**src/rtl/bldc_pkg.sv**
```systemverilog
// bldc_pkg: shared state, command, drive and fault encodings for the BLDC drive sequencer.
package bldc_pkg;
    typedef enum logic [2:0] {
        S_IDLE  = 3'd0,
        S_RUN   = 3'd1,
        S_BRAKE = 3'd2,
        S_DEAD  = 3'd3,
        S_FAULT = 3'd4
    } state_t;
    typedef enum logic [1:0] {
        OP_STOP  = 2'b00,
        OP_CW    = 2'b01,
        OP_CCW   = 2'b10,
        OP_BRAKE = 2'b11
    } op_t;
    typedef enum logic [1:0] {
        F_NONE  = 2'b00,
        F_HALL  = 2'b01,
        F_STALL = 2'b10
    } fault_t;
    localparam logic [2:0] UI_COAST = 3'b000;
    localparam logic [2:0] UI_CW    = 3'b001;
    localparam logic [2:0] UI_CCW   = 3'b010;
    localparam logic [2:0] UI_BRAKE = 3'b100;
    function automatic logic hall_valid(input logic [2:0] h);
        return h != 3'b000 && h != 3'b111;
    endfunction
    function automatic logic [2:0] ui_of(input state_t s, input logic ccw);
        return s == S_RUN ? (ccw ? UI_CCW : UI_CW) : s == S_BRAKE ? UI_BRAKE : UI_COAST;
    endfunction
endpackage

```
**src/rtl/bldc_drive_sequencer_if.sv**
```systemverilog
// bldc_drive_sequencer_if: valid/ready command channel into the drive sequencer.
interface bldc_drive_sequencer_if;
    logic       cmd_valid;
    logic [1:0] cmd_op;
    logic       cmd_ready;
    modport master(output cmd_valid, cmd_op, input cmd_ready);
    modport slave(input cmd_valid, cmd_op, output cmd_ready);
endinterface

```
**src/rtl/hall_debounce.sv**
```systemverilog
// hall_debounce: 2-flop synchronizer plus hold-time debounce of the raw hall sensors.
module hall_debounce #(
    parameter int DEB_CYCLES = 4
) (
    input  logic       clk,
    input  logic       rst,
    input  logic [2:0] HS,
    output logic [2:0] hs_stable,
    output logic       hs_change
);
    localparam int W = $clog2(DEB_CYCLES + 1);
    logic [2:0]   s1, s2, cand;
    logic [W-1:0] cnt;
    logic         settle;
    // cnt is the number of consecutive samples cand has been seen on s2
    assign settle = s2 == cand && cnt == W'(DEB_CYCLES - 1) && cand != hs_stable;
    always_ff @(posedge clk) begin
        if (rst) begin
            s1        <= '0;
            s2        <= '0;
            cand      <= '0;
            cnt       <= '0;
            hs_stable <= '0;
            hs_change <= 1'b0;
        end else begin
            s1        <= HS;
            s2        <= s1;
            cand      <= s2;
            cnt       <= s2 != cand ? W'(1) : cnt == W'(DEB_CYCLES) ? cnt : cnt + 1'b1;
            hs_stable <= settle ? cand : hs_stable;
            hs_change <= settle;
        end
    end
endmodule

```
**src/rtl/bldc_drive_sequencer.sv**
```systemverilog
// bldc_drive_sequencer: command-driven BLDC drive state machine with brake/dead-time
// sequencing on direction changes and hall-based fault supervision.
module bldc_drive_sequencer
    import bldc_pkg::*;
#(
    parameter int DEB_CYCLES   = 4,
    parameter int BRAKE_CYCLES = 256,
    parameter int DEAD_CYCLES  = 16,
    parameter int STALL_CYCLES = 100000
) (
    input  logic                   clk,
    input  logic                   rst,
    bldc_drive_sequencer_if.slave  cmd,
    input  logic [2:0]             HS,
    output logic [2:0]             UI,
    output logic [2:0]             seq_state,
    output logic [1:0]             fault_code
);
    localparam int BW = $clog2(BRAKE_CYCLES + 1);
    localparam int DW = $clog2(DEAD_CYCLES + 1);
    localparam int SW = $clog2(STALL_CYCLES + 1);
    state_t        state, nstate, tgt, ntgt;
    logic          dir, ndir;
    logic [1:0]    nfault;
    logic [BW-1:0] brk_cnt;
    logic [DW-1:0] dead_cnt;
    logic [SW-1:0] stall_cnt;
    logic [2:0]    hs_stable;
    logic          hs_change, xfer, hall_bad, stalled;
    hall_debounce #(.DEB_CYCLES(DEB_CYCLES)) u_deb (
        .clk       (clk),
        .rst       (rst),
        .HS        (HS),
        .hs_stable (hs_stable),
        .hs_change (hs_change)
    );
    assign xfer      = cmd.cmd_valid && cmd.cmd_ready;
    assign hall_bad  = state inside {S_RUN, S_BRAKE, S_DEAD} && !hall_valid(hs_stable);
    assign stalled   = state == S_RUN && stall_cnt == SW'(STALL_CYCLES);
    assign seq_state = state;
    // faults outrank any command transferred in the same cycle
    always_comb begin
        nstate = state;
        ntgt   = tgt;
        ndir   = dir;
        nfault = fault_code;
        if (hall_bad) begin
            nstate = S_FAULT;
            nfault = F_HALL;
        end else if (stalled) begin
            nstate = S_FAULT;
            nfault = F_STALL;
        end else begin
            case (state)
                S_IDLE: begin
                    if (xfer && cmd.cmd_op inside {OP_CW, OP_CCW}) begin
                        nstate = S_RUN;
                        ndir   = cmd.cmd_op == OP_CCW;
                    end else if (xfer && cmd.cmd_op == OP_BRAKE) begin
                        nstate = S_BRAKE;
                        ntgt   = S_IDLE;
                    end
                end
                S_RUN: begin
                    if (xfer && cmd.cmd_op inside {OP_STOP, OP_BRAKE}) begin
                        nstate = cmd.cmd_op == OP_STOP ? S_DEAD : S_BRAKE;
                        ntgt   = S_IDLE;
                    end else if (xfer && (cmd.cmd_op == OP_CCW) != dir) begin
                        nstate = S_BRAKE;
                        ntgt   = S_RUN;
                        ndir   = ~dir;
                    end
                end
                S_BRAKE: nstate = brk_cnt == BW'(BRAKE_CYCLES - 1) ? S_DEAD : S_BRAKE;
                S_DEAD:  nstate = dead_cnt == DW'(DEAD_CYCLES - 1) ? tgt : S_DEAD;
                S_FAULT: begin
                    if (xfer && cmd.cmd_op == OP_STOP) begin
                        nstate = S_IDLE;
                        nfault = F_NONE;
                    end
                end
                default: nstate = S_IDLE;
            endcase
        end
    end
    always_ff @(posedge clk) begin
        if (rst) begin
            state         <= S_IDLE;
            tgt           <= S_IDLE;
            dir           <= 1'b0;
            fault_code    <= F_NONE;
            UI            <= UI_COAST;
            cmd.cmd_ready <= 1'b1;
            brk_cnt       <= '0;
            dead_cnt      <= '0;
            stall_cnt     <= '0;
        end else begin
            state         <= nstate;
            tgt           <= ntgt;
            dir           <= ndir;
            fault_code    <= nfault;
            UI            <= ui_of(nstate, ndir);
            cmd.cmd_ready <= !(nstate inside {S_BRAKE, S_DEAD});
            brk_cnt       <= state == S_BRAKE && nstate == S_BRAKE ? brk_cnt + 1'b1 : '0;
            dead_cnt      <= state == S_DEAD && nstate == S_DEAD ? dead_cnt + 1'b1 : '0;
            stall_cnt     <= state == S_RUN && nstate == S_RUN && !hs_change ?
                             (stall_cnt == SW'(STALL_CYCLES) ? stall_cnt : stall_cnt + 1'b1) : '0;
        end
    end
endmodule

```
**src/flat_wrapper.sv**
```systemverilog
// flat-port wrapper written by rule: the top's interface ports become plain ports
module bldc_drive_sequencer_flat import bldc_pkg::*;
#(
    parameter int DEB_CYCLES   = 4,
    parameter int BRAKE_CYCLES = 256,
    parameter int DEAD_CYCLES  = 16,
    parameter int STALL_CYCLES = 100000
)
  (clk, rst, HS, UI, seq_state, fault_code, cmd_cmd_valid, cmd_cmd_op, cmd_cmd_ready);
  bldc_drive_sequencer_if cmd_i ();
  input  logic clk;
  input  logic rst;
  input  logic [2:0] HS;
  output logic [2:0] UI;
  output logic [2:0] seq_state;
  output logic [1:0] fault_code;
  input wire logic [$bits(cmd_i.cmd_valid)-1:0] cmd_cmd_valid;
  input wire logic [$bits(cmd_i.cmd_op)-1:0] cmd_cmd_op;
  output wire logic [$bits(cmd_i.cmd_ready)-1:0] cmd_cmd_ready;
  assign cmd_i.cmd_valid = cmd_cmd_valid;
  assign cmd_i.cmd_op = cmd_cmd_op;
  assign cmd_cmd_ready = cmd_i.cmd_ready;
  bldc_drive_sequencer #(.DEB_CYCLES(DEB_CYCLES), .BRAKE_CYCLES(BRAKE_CYCLES), .DEAD_CYCLES(DEAD_CYCLES), .STALL_CYCLES(STALL_CYCLES)) u_core (.clk(clk), .rst(rst), .cmd(cmd_i), .HS(HS), .UI(UI), .seq_state(seq_state), .fault_code(fault_code));
endmodule
```
**config.mk**
```make
export PLATFORM = sky130hd
export DESIGN_NAME = bldc_drive_sequencer_flat
export DESIGN_NICKNAME = d
export VERILOG_FILES = /design/src/rtl/bldc_pkg.sv /design/src/rtl/bldc_drive_sequencer_if.sv /design/src/rtl/hall_debounce.sv /design/src/rtl/bldc_drive_sequencer.sv /design/src/flat_wrapper.sv
export SDC_FILE = /design/constraint.sdc
export NUM_CORES = 1
export LEC_CHECK = 0
export ABC_AREA = 1
export ABC_CLOCK_PERIOD_IN_PS = 2200
export BUFFER_PORTS_ARGS = -buffer_cell sky130_fd_sc_hd__buf_4
export CAP_MARGIN = 20
export CORE_ASPECT_RATIO = 0.5
export CORE_MARGIN = 1
export CORE_UTILIZATION = 50
export CTS_CLUSTER_DIAMETER = 60
export DETAILED_ROUTE_END_ITERATION = 10
export GPL_TIMING_DRIVEN = 0
export PLACE_DENSITY = 0.7
export SYNTH_ARGS = -nofsm -noshare
export SYNTH_HDL_FRONTEND = slang
export SYNTH_SLANG_ARGS = --single-unit
export TNS_END_PERCENT = 50
```
**constraint.sdc**
```tcl
create_clock -name clk -period 2.2 [get_ports clk]
set_clock_uncertainty 0.2 [all_clocks]
set_input_delay 0.11 -clock clk [delete_from_list [all_inputs] [get_ports clk]]
set_output_delay 0.11 -clock clk [all_outputs]
set_load 0.02 [all_outputs]
```
# == After elaboration in Yosys (flattened, before gate mapping) ==
# Cells that the tools add are included.
# op_classes
n_eq_ne,24
muxes,31
bitwise_logic,6
addsub,4
reduce_logical,38
# ops
cell,count
$mux 3,14
$add 17x1->17 const B,1
$eq 17x17->1 const B,1
$eq 3x2->1 const B,5
$logic_and 1x1->1,15
$pmux 3 s5,1
$reduce_bool 2->1,6
$reduce_bool 3->1,4
$mux 1,10
$reduce_or 2->1,5
$add 9x1->9 const B,1
$eq 9x8->1 const B,1
$mux 2,4
$eq 3x1->1 const B,2
$eq 3x3->1 const B,2
$ne 3x3->1,2
$ne 3x3->1 const B,2
$not 1->1,6
$pmux 3 s2,1
$reduce_and 6->1,1
$add 5x1->5 const B,1
$eq 5x4->1 const B,1
$eq 2x2->1 const B,2
$ne 2x2->1 const B,2
10 further kinds,13
# totals
word_cells,120
regBits,60
out_inout_bits,9
input_bits,8

# == Depth between registers and ports, before layout ==
# depth
ltp_word,13
depth_mapped,15
ltp_nobuf,14

# == Cells and area by module ==
# A second synthesis with hierarchy kept.
# unflattened
hier_cells,388
hier_area_um2,2900.3
# modules_own_cells
module,seq_area_each_um2,cells_each,area_per_inst_um2,n_inst
bldc_drive_sequencer,840.8,300,2230.9,1
hall_debounce,320.3,88,669.4,1

# == Worst setup path after synthesis ==
# Ideal clock, no wire load.
# synth_path
path_type,register -> register
start,register u_core.brk_cnt[0]
end,register u_core.stall_cnt[6]
arrival_ns,1.857
synth_period_minus_slack_ns,2.119
required_time_ns,1.938
stages_incl_launch_ff,16
slack_ns,0.081
n_path_buf,1
setup_ns,0.062
cell_sequence,dfxtp_1 -> ha_1 -> nand3_1 -> nor2_1 -> nand2_1 -> nor3b_1 -> ha_1 -> nand2_1 -> nand2_1 -> nor2_1 -> nand2_2 -> nand2_2 -> nor2_4 -> nand4_4 -> buf_6 -> nor2_2
# synth_via
elab_chain_cells,10
# synth_lines
element,line_no,rtl
start: declaration,bldc_drive_sequencer.sv:25,logic [BW-1:0] brk_cnt;
start signal: assignment,bldc_drive_sequencer.sv:104,brk_cnt <= state == S_BRAKE && nstate == S_BRAKE ? brk_cnt + 1'b1 : '0;
$eq 9x8->1,bldc_drive_sequencer.sv:74,S_BRAKE: nstate = brk_cnt == BW'(BRAKE_CYCLES - 1) ? S_DEAD : S_BRAKE;
$mux 1,bldc_drive_sequencer.sv:74,
$pmux 3 s5,bldc_drive_sequencer.sv:54,case (state)
$mux 3,bldc_drive_sequencer.sv:50,end else if (stalled) begin
$mux 3,bldc_drive_sequencer.sv:47,if (hall_bad) begin
$eq 3x1->1,bldc_drive_sequencer.sv:106,stall_cnt <= state == S_RUN && nstate == S_RUN && !hs_change ?
$logic_and 1x1->1 (2 in series),bldc_drive_sequencer.sv:106,
$not 1->1 (no line),n/a,
$reduce_or 2->1 (no line),n/a,
end signal: assignment,bldc_drive_sequencer.sv:106,
end: declaration,bldc_drive_sequencer.sv:27,logic [SW-1:0] stall_cnt;
# No other way between the ends.
# A chain may end at the register's enable or synchronous reset.

# == Final worst setup path ==
# layout_path
start,register u_core.brk_cnt[0]
end,register u_core.brk_cnt[6]
# layout_via
elab_chain_cells,9
word_cells_on_any_way,10
cone_classes,add/sub (1); eq/ne (2); mux (4); bitwise (1); reduce/logical (2)
# layout_lines
element,line_no
$eq 9x8->1,bldc_drive_sequencer.sv:74
$mux 1,bldc_drive_sequencer.sv:74
$pmux 3 s5,bldc_drive_sequencer.sv:54
$mux 3,bldc_drive_sequencer.sv:50
$mux 3,bldc_drive_sequencer.sv:47
$eq 3x2->1,bldc_drive_sequencer.sv:104
$logic_and 1x1->1,bldc_drive_sequencer.sv:104
$not 1->1 (no line),n/a
$reduce_or 2->1 (no line),n/a
# Parallel ways exist; a longest one is shown, timed or not.

==> metrics <==
outcome=complete, but fails checks; failing checks=negative setup slack; Cell Chain, Critical Path=ha_4 -> nand3_4 -> nor2_4 -> nand2_2 -> buf_4 -> buf_4 -> buf_4 -> buf_4 -> buf_6 -> buf_6 -> buf_6 -> buf_6 -> buf_6 -> xor2_2 -> nor2_1; worst reg2reg path endpoint=u_core.brk_cnt[6]; insertion delay to the later sink of the worst-skew pair=0.35 ns; Critical Path End Type=register; mean cell area of the mapped netlist=around 7.7 um^2; Floorplan Core Area=between 5000 and 6000 um^2; Final Wtd Congestion=0.850; register containing the most flip-flops in the final layout=u_core.stall_cnt; starting density of the core=about 54%; die span in y=around 55 um; post-synthesis cell area=about 2800 um^2; number of antenna violations at the first check in global routing=0; Worst Max-Slew Pin Slew=about 0.53 ns; total power density per cell area=727 nW/um^2; synthesized flop and latch total=a little under 60; type of the most critical hold path=input pin to register; average via count per standard cell=around 4.8; number of H-tree branching levels=3; clock net sink count=58; max-slew violation count=0; vias=about 2,300; depth of the worst register-to-register path=15; FP Rows=18; detailed-placement wirelength estimate=around 3600 um; leakage power of the design=about 0.0015 uW; clock slew at reported path FFs=around 0.07 ns; most frequent cells in the layout=inv_1 (62), nor2_1 (60), dfxtp_1 (56); worst setup slack after placement=-0.207 ns; endpoints failing setup=21; top fanout value on the critical path=2; Worst IR Drop VDD=0.524 mV; wire length after detailed routing=5630 um; worst-case register-to-register setup slack=-0.12 ns; most common library cell in the layout ignoring fill and taps=inv_1; metal2 WL=roughly 2900 um; number of nets in the layout=~430; wire length of the first global-routing pass=roughly 9300 um; maximum root-to-sink buffer count=2; instance count of the mapped netlist=roughly 360; Max transition margin=64.1%; number of max-cap violations=0; flip-flop count of the largest register after layout=17; unrepaired setup endpoints after global routing=true; endpoint with the worst hold slack=u_core.dir; post-synth cell types=30; number of iterations in the first detailed-routing pass=4; origin of the worst min-delay path=cmd_cmd_valid; number of diodes=0; largest cells by area after synthesis=dfxtp_1 (42%), nor2_1 (8.9%), inv_1 (8.4%), nand2_1 (6.4%), xor2_1 (6.0%); critical setup path kind=register to register; upper clock frequency limit=0.430 GHz; initial drt markers=77; via count of the first global-routing pass=about 2,200; Placed Area=~3000 um^2; beginning of the worst register-to-register path=u_core.brk_cnt[0]; top layer reached by signal wires=met4; Final Hold Viols=0; post-DR wirelength/cell=roughly 12 um; largest registers ranked by flip-flop count=u_core.stall_cnt x17, u_core.brk_cnt x9, u_core.dead_cnt x5; cell depth of the worst min-delay path=6; most area-hungry cell type in the Yosys netlist=dfxtp_1; count of antenna-violating nets left after detailed routing=0; Post-route DRC=0; top cell type's share of synthesized area=between 40% and 50%; CP required=2.23 ns; slowest library cell on the worst path=dfxtp_2; overall power=2540 uW; width of the die=107 um; layout overhead on the synthesized area=26.2%; crit-path max cell delay=approximately 0.35 ns; number of top-level design ports=17; largest net degree at the start of global routing=11; number of warnings issued by yosys=0; share of final-layout standard cells stronger than drive strength 1=between 20% and 30%; proportion of synthesized chip area in sequential cells=41.8%; remaining global-route overflow=0; overall track demand over capacity in global routing=21.3%; shortest period the worst path allows=about 2.3 ns; worst endpoint data arrival time=~2.4 ns; clock tree from TritonCTS=yes; IO Port Bufs=15; number of buffers added by the clock tree synthesis step=9; root buffer cell=clkbuf_8; crit share post-route=106%; met3 routed WL=250 um; synthesized netlist net count=382; cell area after layout=around 3500 um^2; die area=a little under 6000 um^2; length of routed wiring on met1=between 2000 and 2500 um; critical path launch point type=register; Crit path top cell by count=buf_6; Worst Slack Setup Final=-0.125 ns
-- logic make-up after synthesis --
family,synth area share [%]
buf+inv,9.51
flops,41.8
xor+xnor,9.78
simple gates,29.7
fa+ha+maj,5.41
compound gates,3.74
-- metal layers --
metal	vias up	track usage, %
met1	1070	22.4
met4	0	12.3
met5	-	0
met3	9	8.33
li1	1210	-
met2	33	38.1
-- repair_timing --
action                                 in CTS  in global routing
gates resized for setup                    20                 15
hold buffers                                5                  0
buffers inserted                           15                  2
setup endpoints to repair                  22                 34
pin swaps                                  10                 10
gates cloned                                1                  0
endpoints found under the hold margin       4                  0
-- report_power, final --
group,switching [uW],leakage (uW),internal (uW)
Clock,393,0.0000962,544
Sequential,42.5,0.000471,1100
Combinational,287,0.000896,181
-- area by class of cell --
class,count,area [um^2]
Buffer,4,32.5
Multi-Input combinational cell,236,1460
Inverter,64,240
Sequential cell,58,1160
Timing Repair Buffer,38,338
Clock inverter,3,40.0
Clock buffer,12,145
Tap cell,70,87.6
Fill cell,415,1630
-- synth_stat cells, drive strengths merged --
master  count
a211oi      1
a21oi      10
and3        2
buf         2
clkbuf      2
clkinv      1
dfxtp      58
ha         12
inv        63
nand2      49
nand3      23
nand3b      2
nand4      10
nor2       80
nor3        6
nor3b       1
o211ai      1
o21ai       7
or2         1
xnor2      12
xor2       19
-- worst max-delay path: cells and delay by family (launching register included) --
kind | cells | cell delay, ns
simple gates | 4 | 0.33
fa+ha+maj | 1 | 0.15
xor+xnor | 1 | 0.15
buf+inv | 9 | 1.02
flops | 1 | 0.35
-- how the worst max path moves through the flow --
stage                            startpoint  cells past startpoint              endpoint
after floorplan           u_core.brk_cnt[0]                     15   u_core.stall_cnt[6]
after global placement    u_core.brk_cnt[0]                     15  u_core.stall_cnt[15]
after detailed placement  u_core.brk_cnt[0]                     15  u_core.stall_cnt[14]
after CTS                 u_core.brk_cnt[1]                     15  u_core.stall_cnt[13]
after global routing      u_core.brk_cnt[0]                     16          u_core.UI[1]
final                     u_core.brk_cnt[0]                     15     u_core.brk_cnt[6]
-- through the flow --
| stage | utilization, % | TNS, ns | cells | hold slack, ns |
|---|---|---|---|---|
| finish | 68.2 | -1.19 | 485 | 0.100 |
| CTS | 66.8 | -1.38 | 483 | 0.0861 |
| global route | 68.2 | -5.96 | 485 | 0.153 |
| detailed placement | 57.9 | -2.59 | 447 | 0.122 |
| floorplan | - | 0 | 362 | 0.0170 |
| global placement | 57.9 | -1.74 | 447 | 0.113 |
Note: power is estimated with default switching activity, not from simulation.
